===== config.mk =====
export PLATFORM = sky130hd
export DESIGN_NAME = dot_product_sched_flat
export DESIGN_NICKNAME = d
export VERILOG_FILES = /design/src/rtl/dot_product_sched_pkg.sv /design/src/rtl/dot_product_sched_if.sv /design/src/rtl/dot_product_sched_mac.sv /design/src/rtl/dot_product_sched.sv /design/src/flat_wrapper.sv
export SDC_FILE = /design/constraint.sdc
export NUM_CORES = 1
export LEC_CHECK = 0
export BUFFER_PORTS_ARGS = -buffer_cell sky130_fd_sc_hd__buf_2
export CAP_MARGIN = 10
export CORE_MARGIN = 1.5
export CORE_UTILIZATION = 55
export DETAILED_ROUTE_END_ITERATION = 10
export PLACE_DENSITY = 0.85
export SLEW_MARGIN = 20
export SYNTH_ARGS = -nofsm -noshare
export SYNTH_HDL_FRONTEND = slang
export SYNTH_HIERARCHICAL = 1
export SYNTH_SLANG_ARGS = --single-unit

===== constraint.sdc =====
create_clock -name clk -period 8.05 [get_ports clk]
set_input_delay 1.2075 -clock clk [delete_from_list [all_inputs] [get_ports clk]]
set_output_delay 1.2075 -clock clk [all_outputs]
set_load 0.01 [all_outputs]

===== src/rtl/dot_product_sched_pkg.sv =====
// Shared types and helpers for the dot-product scheduler: FSM states,
// default sizes, accumulator width rule and the round-robin picker.
package dot_sched_pkg;

  typedef enum logic [1:0] {
    IDLE,
    BUSY,
    DONE
  } state_t;

  localparam int DEF_NUM_REQ = 4;
  localparam int DEF_ELEM_W  = 8;
  localparam int DEF_VEC_LEN = 3;

  // Widest requester vector the picker can scan.
  localparam int RR_MAX = 32;

  typedef struct packed {
    logic        found;
    logic [31:0] idx;
  } rr_result_t;

  // Full-precision width for a sum of vec_len products of two elem_w operands.
  function automatic int acc_width(input int elem_w, input int vec_len);
    return 2 * elem_w + $clog2(vec_len + 1);
  endfunction

  // First set bit of valid at or above ptr, wrapping at num_req.
  function automatic rr_result_t rr_pick(input logic [RR_MAX-1:0] valid,
                                         input int unsigned      ptr,
                                         input int unsigned      num_req);
    rr_result_t r;
    r.found = 1'b0;
    r.idx   = '0;
    for (int unsigned k = 0; k < RR_MAX; k++) begin
      int unsigned i;
      i = ptr + k;
      if (i >= num_req) begin
        i = i - num_req;
      end
      if (k < num_req && !r.found && valid[i[4:0]]) begin
        r.found = 1'b1;
        r.idx   = i;
      end
    end
    return r;
  endfunction

endpackage


===== src/rtl/dot_product_sched_if.sv =====
// Requester-side and result-side handshake bundle of the scheduler.
// The master modport is the environment, the slave modport is the scheduler.
interface dot_product_sched_if #(
  parameter int NUM_REQ = dot_sched_pkg::DEF_NUM_REQ,
  parameter int ELEM_W  = dot_sched_pkg::DEF_ELEM_W,
  parameter int VEC_LEN = dot_sched_pkg::DEF_VEC_LEN
);

  localparam int ACC_W = dot_sched_pkg::acc_width(ELEM_W, VEC_LEN);
  localparam int ID_W  = $clog2(NUM_REQ);
  localparam int BUS_W = NUM_REQ * VEC_LEN * ELEM_W;

  logic [NUM_REQ-1:0] req_valid;
  logic [BUS_W-1:0]   req_a;
  logic [BUS_W-1:0]   req_b;
  logic [NUM_REQ-1:0] req_ready;
  logic               res_valid;
  logic               res_ready;
  logic [ACC_W-1:0]   res_data;
  logic [ID_W-1:0]    res_id;
  logic               busy;

  modport master (
    output req_valid, req_a, req_b, res_ready,
    input  req_ready, res_valid, res_data, res_id, busy
  );

  modport slave (
    input  req_valid, req_a, req_b, res_ready,
    output req_ready, res_valid, res_data, res_id, busy
  );

endinterface


===== src/rtl/dot_product_sched_mac.sv =====
// Serial multiply-accumulate datapath: one element pair per enabled cycle,
// cleared at the start of each operation.
module dot_mac #(
  parameter int ELEM_W = 8,
  parameter int ACC_W  = 18
) (
  input  logic              clk,
  input  logic              resetn,
  input  logic              clr,
  input  logic              en,
  input  logic [ELEM_W-1:0] a,
  input  logic [ELEM_W-1:0] b,
  output logic [ACC_W-1:0]  acc
);

  // Clear has priority so a new operation never inherits a stale sum.
  always_ff @(posedge clk) begin
    if (!resetn) begin
      acc <= '0;
    end else if (clr) begin
      acc <= '0;
    end else if (en) begin
      acc <= acc + ACC_W'(a) * ACC_W'(b);
    end
  end

endmodule


===== src/rtl/dot_product_sched.sv =====
// Round-robin scheduler sharing one serial MAC between NUM_REQ vector
// requesters; returns each dot product tagged with its requester id.
module dot_product_sched
  import dot_sched_pkg::*;
#(
  parameter int NUM_REQ = DEF_NUM_REQ,
  parameter int ELEM_W  = DEF_ELEM_W,
  parameter int VEC_LEN = DEF_VEC_LEN
) (
  input logic                clk,
  input logic                resetn,
  dot_product_sched_if.slave bus
);

  localparam int ACC_W = acc_width(ELEM_W, VEC_LEN);
  localparam int ID_W  = $clog2(NUM_REQ);
  localparam int VEC_W = VEC_LEN * ELEM_W;
  localparam int CNT_W = (VEC_LEN > 1) ? $clog2(VEC_LEN) : 1;

  localparam logic [CNT_W-1:0] LAST_CNT = CNT_W'(VEC_LEN - 1);
  localparam logic [ID_W-1:0]  LAST_ID  = ID_W'(NUM_REQ - 1);

  state_t             state_q;
  state_t             state_d;
  logic [ID_W-1:0]    ptr_q;
  logic [ID_W-1:0]    id_q;
  logic [ID_W-1:0]    winner;
  logic [CNT_W-1:0]   cnt_q;
  logic [VEC_W-1:0]   op_a_q;
  logic [VEC_W-1:0]   op_b_q;
  logic [VEC_W-1:0]   sel_a;
  logic [VEC_W-1:0]   sel_b;
  logic [RR_MAX-1:0]  valid_ext;
  logic [NUM_REQ-1:0] ready_d;
  rr_result_t         pick;
  logic               accept;
  logic               mac_en;
  logic [ACC_W-1:0]   acc;

  assign valid_ext = RR_MAX'(bus.req_valid);
  assign pick      = rr_pick(valid_ext, 32'(ptr_q), NUM_REQ);
  assign winner    = ID_W'(pick.idx);

  // Grants are suppressed while reset is asserted so req_ready reads zero.
  assign accept = resetn && (state_q == IDLE) && pick.found;
  assign mac_en = (state_q == BUSY);

  always_ff @(posedge clk) begin
    if (!resetn) begin
      state_q <= IDLE;
    end else begin
      state_q <= state_d;
    end
  end

  always_comb begin
    state_d = state_q;
    ready_d = '0;
    case (state_q)
      IDLE: begin
        if (accept) begin
          ready_d[winner] = 1'b1;
          state_d         = BUSY;
        end
      end
      BUSY: begin
        if (cnt_q == LAST_CNT) begin
          state_d = DONE;
        end
      end
      DONE: begin
        if (bus.res_ready) begin
          state_d = IDLE;
        end
      end
      default: state_d = IDLE;
    endcase
  end

  always_comb begin
    sel_a = '0;
    sel_b = '0;
    for (int i = 0; i < NUM_REQ; i++) begin
      if (winner == ID_W'(i)) begin
        sel_a = bus.req_a[i*VEC_W +: VEC_W];
        sel_b = bus.req_b[i*VEC_W +: VEC_W];
      end
    end
  end

  // Operands shift down one element per BUSY cycle so the MAC always
  // consumes the low element; cnt wraps to zero on the last element.
  always_ff @(posedge clk) begin
    if (!resetn) begin
      ptr_q  <= '0;
      id_q   <= '0;
      cnt_q  <= '0;
      op_a_q <= '0;
      op_b_q <= '0;
    end else if (accept) begin
      ptr_q  <= (winner == LAST_ID) ? '0 : winner + 1'b1;
      id_q   <= winner;
      cnt_q  <= '0;
      op_a_q <= sel_a;
      op_b_q <= sel_b;
    end else if (state_q == BUSY) begin
      op_a_q <= op_a_q >> ELEM_W;
      op_b_q <= op_b_q >> ELEM_W;
      cnt_q  <= (cnt_q == LAST_CNT) ? '0 : cnt_q + 1'b1;
    end
  end

  dot_mac #(
    .ELEM_W(ELEM_W),
    .ACC_W (ACC_W)
  ) u_mac (
    .clk   (clk),
    .resetn(resetn),
    .clr   (accept),
    .en    (mac_en),
    .a     (op_a_q[ELEM_W-1:0]),
    .b     (op_b_q[ELEM_W-1:0]),
    .acc   (acc)
  );

  assign bus.req_ready = ready_d;
  assign bus.res_valid = (state_q == DONE);
  assign bus.res_data  = acc;
  assign bus.res_id    = id_q;
  assign bus.busy      = (state_q != IDLE);

  assert property (@(posedge clk) disable iff (!resetn) $onehot0(bus.req_ready));
  assert property (@(posedge clk) disable iff (!resetn)
                   (bus.req_ready != '0) |-> (state_q == IDLE));

endmodule

===== src/flat_wrapper.sv =====
// flat-port wrapper written by rule: the top's interface ports become plain ports
module dot_product_sched_flat import dot_sched_pkg::*;
#(
  parameter int NUM_REQ = DEF_NUM_REQ,
  parameter int ELEM_W  = DEF_ELEM_W,
  parameter int VEC_LEN = DEF_VEC_LEN
)
  (clk, resetn, bus_req_valid, bus_req_a, bus_req_b, bus_res_ready, bus_req_ready, bus_res_valid, bus_res_data, bus_res_id, bus_busy);
  dot_product_sched_if #(.NUM_REQ(NUM_REQ), .ELEM_W(ELEM_W), .VEC_LEN(VEC_LEN)) bus_i ();
  input logic clk;
  input logic resetn;
  input wire logic [$bits(bus_i.req_valid)-1:0] bus_req_valid;
  input wire logic [$bits(bus_i.req_a)-1:0] bus_req_a;
  input wire logic [$bits(bus_i.req_b)-1:0] bus_req_b;
  input wire logic [$bits(bus_i.res_ready)-1:0] bus_res_ready;
  output wire logic [$bits(bus_i.req_ready)-1:0] bus_req_ready;
  output wire logic [$bits(bus_i.res_valid)-1:0] bus_res_valid;
  output wire logic [$bits(bus_i.res_data)-1:0] bus_res_data;
  output wire logic [$bits(bus_i.res_id)-1:0] bus_res_id;
  output wire logic [$bits(bus_i.busy)-1:0] bus_busy;
  assign bus_i.req_valid = bus_req_valid;
  assign bus_i.req_a = bus_req_a;
  assign bus_i.req_b = bus_req_b;
  assign bus_i.res_ready = bus_res_ready;
  assign bus_req_ready = bus_i.req_ready;
  assign bus_res_valid = bus_i.res_valid;
  assign bus_res_data = bus_i.res_data;
  assign bus_res_id = bus_i.res_id;
  assign bus_busy = bus_i.busy;
  dot_product_sched #(.NUM_REQ(NUM_REQ), .ELEM_W(ELEM_W), .VEC_LEN(VEC_LEN)) u_core (.clk(clk), .resetn(resetn), .bus(bus_i));
endmodule

Word level (Yosys, flattened, before mapping):

Index checks and enable logic that the tools add are counted.

* output and inout bits: 26
* input bits: 199
* register bits after elaboration: 74
* logic and storage cells: 91

* add/subtract/negate cells: 10
* multipliers: 1
* bitwise logic cells: 1
* equality and inequality tests: 9
* reductions and logical operators: 15
* multiplexer cells: 38
* $lt $le $gt $ge: 10

Operators with widths (number)
* 24-bit two-way mux: 12
* 33-bit two-way mux: 4
* 32-bit two-way mux: 4
* 32-bit by 3-bit >= comparator with 1-bit output (second input constant): 3
* 32-bit by 3-bit subtractor with 32-bit output (second input constant): 3
* 5-bit by 6-bit < comparator with 1-bit output (second input constant): 4
* 1-bit binary-select mux with 5-bit select: 4
* 18-bit by 16-bit adder with 18-bit output: 1
* 8-bit by 8-bit multiplier with 16-bit output: 1
* 2-bit two-way mux: 5
* 2-bit == test (second input constant): 4
* 4-bit two-way mux: 2
* 2-bit by 2-bit adder with 3-bit output (second input constant): 2
* 1-bit logical AND: 6
* 2-bit one-hot mux with 3 select lines: 1
* 1-bit two-way mux: 5
* 2-bit by 1-bit adder with 2-bit output (second input constant): 2
* 2-bit by 1-bit == test with 1-bit output (second input constant): 2
* 2-bit zero test: 2
* 2-bit inequality test (second input constant): 2
* 2-bit nonzero test: 2
* 2-bit by 3-bit subtractor with 4-bit output (second input constant): 1
* 2-bit by 1-bit adder with 3-bit output (second input constant): 1
* 2-bit by 3-bit >= comparator with 1-bit output (second input constant): 1
* 8 further kinds: 10

Logic depth before layout (Yosys ltp):

* word-level depth: 20
* mapped depth: 18
* mapped depth without buffers: 16

Hierarchy:

The synthesis kept the hierarchy.

Modules (own cells, without submodules)
* dot_product_sched: area each 3907.5 um^2, cells an instance 510, sequential area each 1121.1 um^2, times used 1
* dot_mac: area each 3308.2 um^2, cells an instance 386, sequential area each 360.3 um^2, times used 1

Worst setup path after synthesis:

No wires, ideal clock.

* path type: input -> output
* start: in bus_req_valid[1]
* end: out bus_req_ready[3]
* required time: 6.843 ns
* arrival: 3.514 ns
* slack: 3.329 ns
* stages: 10
* buffers on the path: 3
* path through: mux4_2 -> nand3b_1 -> a2111o_1 -> a21oi_1 -> inv_1 -> ha_1 -> clkbuf_1 -> clkbuf_1 -> clkbuf_1 -> and2_1

RTL lines
* start: declaration: RTL line flat_wrapper.sv:12 `input wire logic [$bits(bus_i.req_valid)-1:0] bus_req_valid;`
* end: declaration: RTL line flat_wrapper.sv:16 `output wire logic [$bits(bus_i.req_ready)-1:0] bus_req_ready;`

Worst setup path in the final report:

* start: reg u_core.ptr_q[0]
* end: out bus_req_ready[2]

* longest elaborated chain between the ends: 20
* elaborated cells on any way between the ends: 41
* those cells by class: 7 x add/sub; 6 x order compare; 20 x mux; 8 x reduce/logical

Ends and longest elaborated chain
* start: declaration: RTL line dot_product_sched.sv:25 `logic [ID_W-1:0] ptr_q;`
* start signal: assignment: RTL line dot_product_sched.sv:101 `ptr_q <= (winner == LAST_ID) ? '0 : winner + 1'b1;`
* branches (longest 13 deep; another with 32-bit by 3-bit subtractor with 32-bit output)
* 33-bit two-way mux *: RTL line dot_product_sched_pkg.sv:41 `if (k < num_req && !r.found && valid[i[4:0]]) begin`
* 2-bit by 3-bit < comparator with 1-bit output (not written as such) / 2-bit by 1-bit >= comparator with 1-bit output (equally long branches): RTL line dot_product_sched.sv:62 `ready_d[winner] = 1'b1;`
* 1-bit logical AND (not written as such): RTL line dot_product_sched.sv:62
* 1-bit two-way mux (not written as such): RTL line dot_product_sched.sv:62
* 1-bit demux with 2-bit select
* 4-bit two-way mux *: RTL line dot_product_sched.sv:61 `if (accept) begin`
* 4-bit two-way mux *: RTL line dot_product_sched.sv:59 `case (state_q)`

Mark *: on every way between the ends. The select of a mux whose other input is x is not followed.

==> results summary <==
The number of hold buffers added after CTS was 0. The total track usage is 29.82%. The final total power is 2927 uW. The average instance in the mapped netlist occupies 8.053 um^2. The number of global-route vias before repair was 7,004. The mapped netlist covers 0.007216 mm^2.

The analysis attributes to cell leakage a power of 0.004090 uW. The floorplan die width is 117.5 um. The critical path is of the reg2out type. The net switching power came out at 1414 uW.

Summing the areas of all compound-gate instances in the mapped netlist gives 23.89% of the synthesized area. The number of nets in the synthesized netlist came out at 1,193. The share of synthesized registers carrying an async set or reset came out at 0%. The routed wire length per instance came out at 16.81 um.

The final layout net count came out at 1,369. The clock network fraction of design power came out at 15.3%. The final count of hold timing violations is 0. Setup repair after global routing left no endpoint under its margin. The worst hold path belongs to the class reg2reg. The number of search-and-repair iterations in the first detailed-routing pass came out at 5. The maximum net fanout on the critical path is 97.

The total vias in the final route came out at 7,207. The routed via count divided by cell count is 5.761. Summed over all instances, the cell type with the most area after synthesis is dfxtp_1. The final total negative setup slack is 0 ns. The post-CTS setup buffer count came out at 0. In the synthesized netlist, the cells that appear most often are nand2_1, inv_1, dfxtp_1, clkbuf_1, nor2b_1. The antenna violation net count after detailed routing is 0. The number of pins exceeding their max-slew limit in the final report came out at 0. The share of the synthesized netlist area taken by xor and xnor gates came out at 0.8497%.

The number of clock sinks is 74. The fraction of power spent switching nets came out at 48.29%. The gate count after technology mapping is 896.

The share of synthesized area in the top cell type comes to 20.53%. After clock tree synthesis, the clock-pin slew on the worst setup and hold paths is 0.06 ns. The share of final-layout standard cells stronger than drive strength 1 came out at 24.98%. For this run, the leading register cell type out of synthesis is dfxtp_1. In the finished design, the share of the clock period the worst path needs comes to 64.97%.

The H-tree depth came out at 3. After global routing the overflow that remains totals 0. In the final layout, the multi-input gates occupy 0.005125 mm^2.

After synthesis the netlist holds a flip-flop and latch count of 74. In this run, CTS created clock tree buffers numbering 9. The number of distinct library cells after synthesis is 63. After Yosys synthesis, and, or, nand and nor cells account for 20.18% of the synthesized area.

The violation count after the first detailed-route iteration is 516. The flow ran to the end, and the final reports show no timing, DRC or antenna violations. The largest net degree at the start of global routing is 99. In this run the deepest clock path goes through 2 buffers. At the later pin of the worst-skew pair, clock insertion delay measures 0.35 ns. Data on the critical path is required at its endpoint by 6.84 ns. The power per cell area is 336.7 mW/mm^2. The core region is 0.01272 mm^2. During placement, the flow inserted port buffers numbering 224. The clock skew after layout is 0.004067 ns.

The final weighted congestion of routability-driven global placement came out at 0.8675. The final routed DRC violation total is 0. The cell at the root of the clock tree is clkbuf_16. The post-route minimum period came out at 5.230 ns. The relative contribution of combinational cells to total power came out at 63.6%.

The peak ir drop on the vdd network came out at 303.6 uV. The achievable frequency is 191.2 MHz. The number of antenna violations at the first check in global routing came out at 3. The worst setup path is launched from a register. TritonCTS built the clock tree. The area taken by flip-flops and latches came out at 0.001481 mm^2. The worst hold margin is 0.4517 ns.

The sequential cell area fraction in the yosys report came out at 20.53%. The worst-case headroom to the max-slew limit is 25.88%. The I/O pin total is 225. The number of rows created at floorplan came out at 41. By area, the combinational part of the netlist is dominated by compound AO/OA/AOI/OAI gates. Sorting the synthesized cells by area gives the leading types as dfxtp_1, fa_1, ha_1. The die is 117.5 um tall. The worst setup path is captured at an output port.

The final routed wirelength across all metal layers came out at 21,030 um. Max-cap violations in this run came to 0. The most common cell in the synthesized netlist is nand2_1. The filler cell count in the final layout is 1,067. The post-synthesis share of cell area spent on full adders, half adders and majority gates came out at 22.20%.

The first-pass GRT wire length came out at 33,410 um. The yosys synthesis warning count came out at 6. The post-layout instance count excluding filler cells came out at 1,251. The synthesis-to-layout area growth is 20.50%. The number of enable flip-flop cells after synthesis is 0. In this run, placement finished with an instance count of 1,233. The full die area came out at 0.01382 mm^2. The number of instances resized during post-cts repair came out at 0. The data arrival time at the worst-slack endpoint is 4.02 ns. The portion of netlist area occupied by mux cells is 3.503%. The final number of setup-violating endpoints came out at 0.

The effective utilization at floorplan is 56.72%. The total internal power is 1514 uW. The actual transition at the worst max-transition pin came out at 1.109 ns. In this run, flip-flops and latches consume 21.0% of the power. The estimated wirelength of the detail-placed design is 15,620 um.
[final cells by class]
| type | count | area share (%) |
|---|---|---|
| tap | 172 | 2.475 |
| multi-input combinational | 657 | 58.94 |
| antenna | 2 | 0.05756 |
| timing repair buffer | 230 | 13.41 |
| inverter | 100 | 4.317 |
| clock buffer | 9 | 2.590 |
| sequential | 74 | 17.04 |
| clock inverter | 7 | 1.166 |
[cells in the final DEF, fill, tap and decap left out, types with 17 or more instances in the layout]
master	Yosys	final
fa_1	50	50
a21oi_1	38	37
nor2b_1	52	51
nor2_1	23	23
nor3_1	20	20
ha_1	48	45
a221oi_1	47	47
o31ai_1	32	32
and2_1	37	37
buf_2	6	224
inv_1	99	99
o21ai_0	25	25
dfxtp_1	74	74
a22oi_1	32	32
nand2_1	116	116
o22ai_1	17	17
[final timing paths]
| kind | from | endpoint | slack [ns] | cells past startpoint |
|---|---|---|---|---|
| setup / recovery | u_core/ptr_q[0] | bus_req_ready[2] | 2.82 | 10 |
| hold / removal | u_core/op_a_q[11] | u_core/op_a_q[11] | 0.45 | 2 |
| setup reg to reg | u_core/ptr_q[0] | u_core/op_a_q[12] | 3.04 | 14 |
| hold reg to reg | u_core/op_a_q[11] | u_core/op_a_q[11] | 0.45 | 2 |
[kinds of logic after synthesis]
family	count (synthesis)
AO/OA/AOI/OAI	240
XOR/XNOR	7
adder cells (fa/ha/maj)	98
buffers and inverters	165
flip-flops	74
multiplexers	21
AND/OR/NAND/NOR	291
[worst max-delay path, cell delays in order (launching register included)]
cell      delay [ns]
dfxtp_1         0.68
inv_1           0.12
ha_1            0.43
mux4_2          0.54
nand3b_1        0.17
a31oi_1         0.11
a21oi_1         0.34
ha_2            0.25
buf_4           0.61
and2_1          0.22
buf_2           0.13
[layer usage]
metal	wire length [um]	part of all wire (%)	global-route usage, %	vias up
met5	12	0.057	0	-
met1	8749	42	36.79	3394
li1	-	-	-	3477
met2	10430	50	51.99	287
met3	1264	6.0	4.990	47
met4	575	2.7	11.81	2
[power by group through the flow]
stage,clock network (uW),logic (uW),registers (uW)
floorplan,0,1430,559
global placement,0,1780,615
detailed placement,0,1820,618
CTS,452,1830,612
global route,466,2050,634
finish,449,1860,615
[per-stage QoR]
stage | setup WS (ns) | instance area (um^2) | util [%]
floorplan | 3.329 | 7216 | -
finish | 2.820 | 8695 | 68.34
detailed placement | 2.989 | 8363 | 65.74
CTS | 2.895 | 8690 | 68.30
global route | 2.586 | 8695 | 68.34
global placement | 3.013 | 8363 | 65.74
[state kept, by name (all words and copies together), names as in the netlist]
signal and count:
u_core/ptr_q 2, u_core/cnt_q 2, u_core/op_b_q 24, u_core/op_a_q 24, u_core/bus.res_id 2, u_core/u_mac/acc 18, u_core/state_q 2
Power figures use the tool's default switching activity.
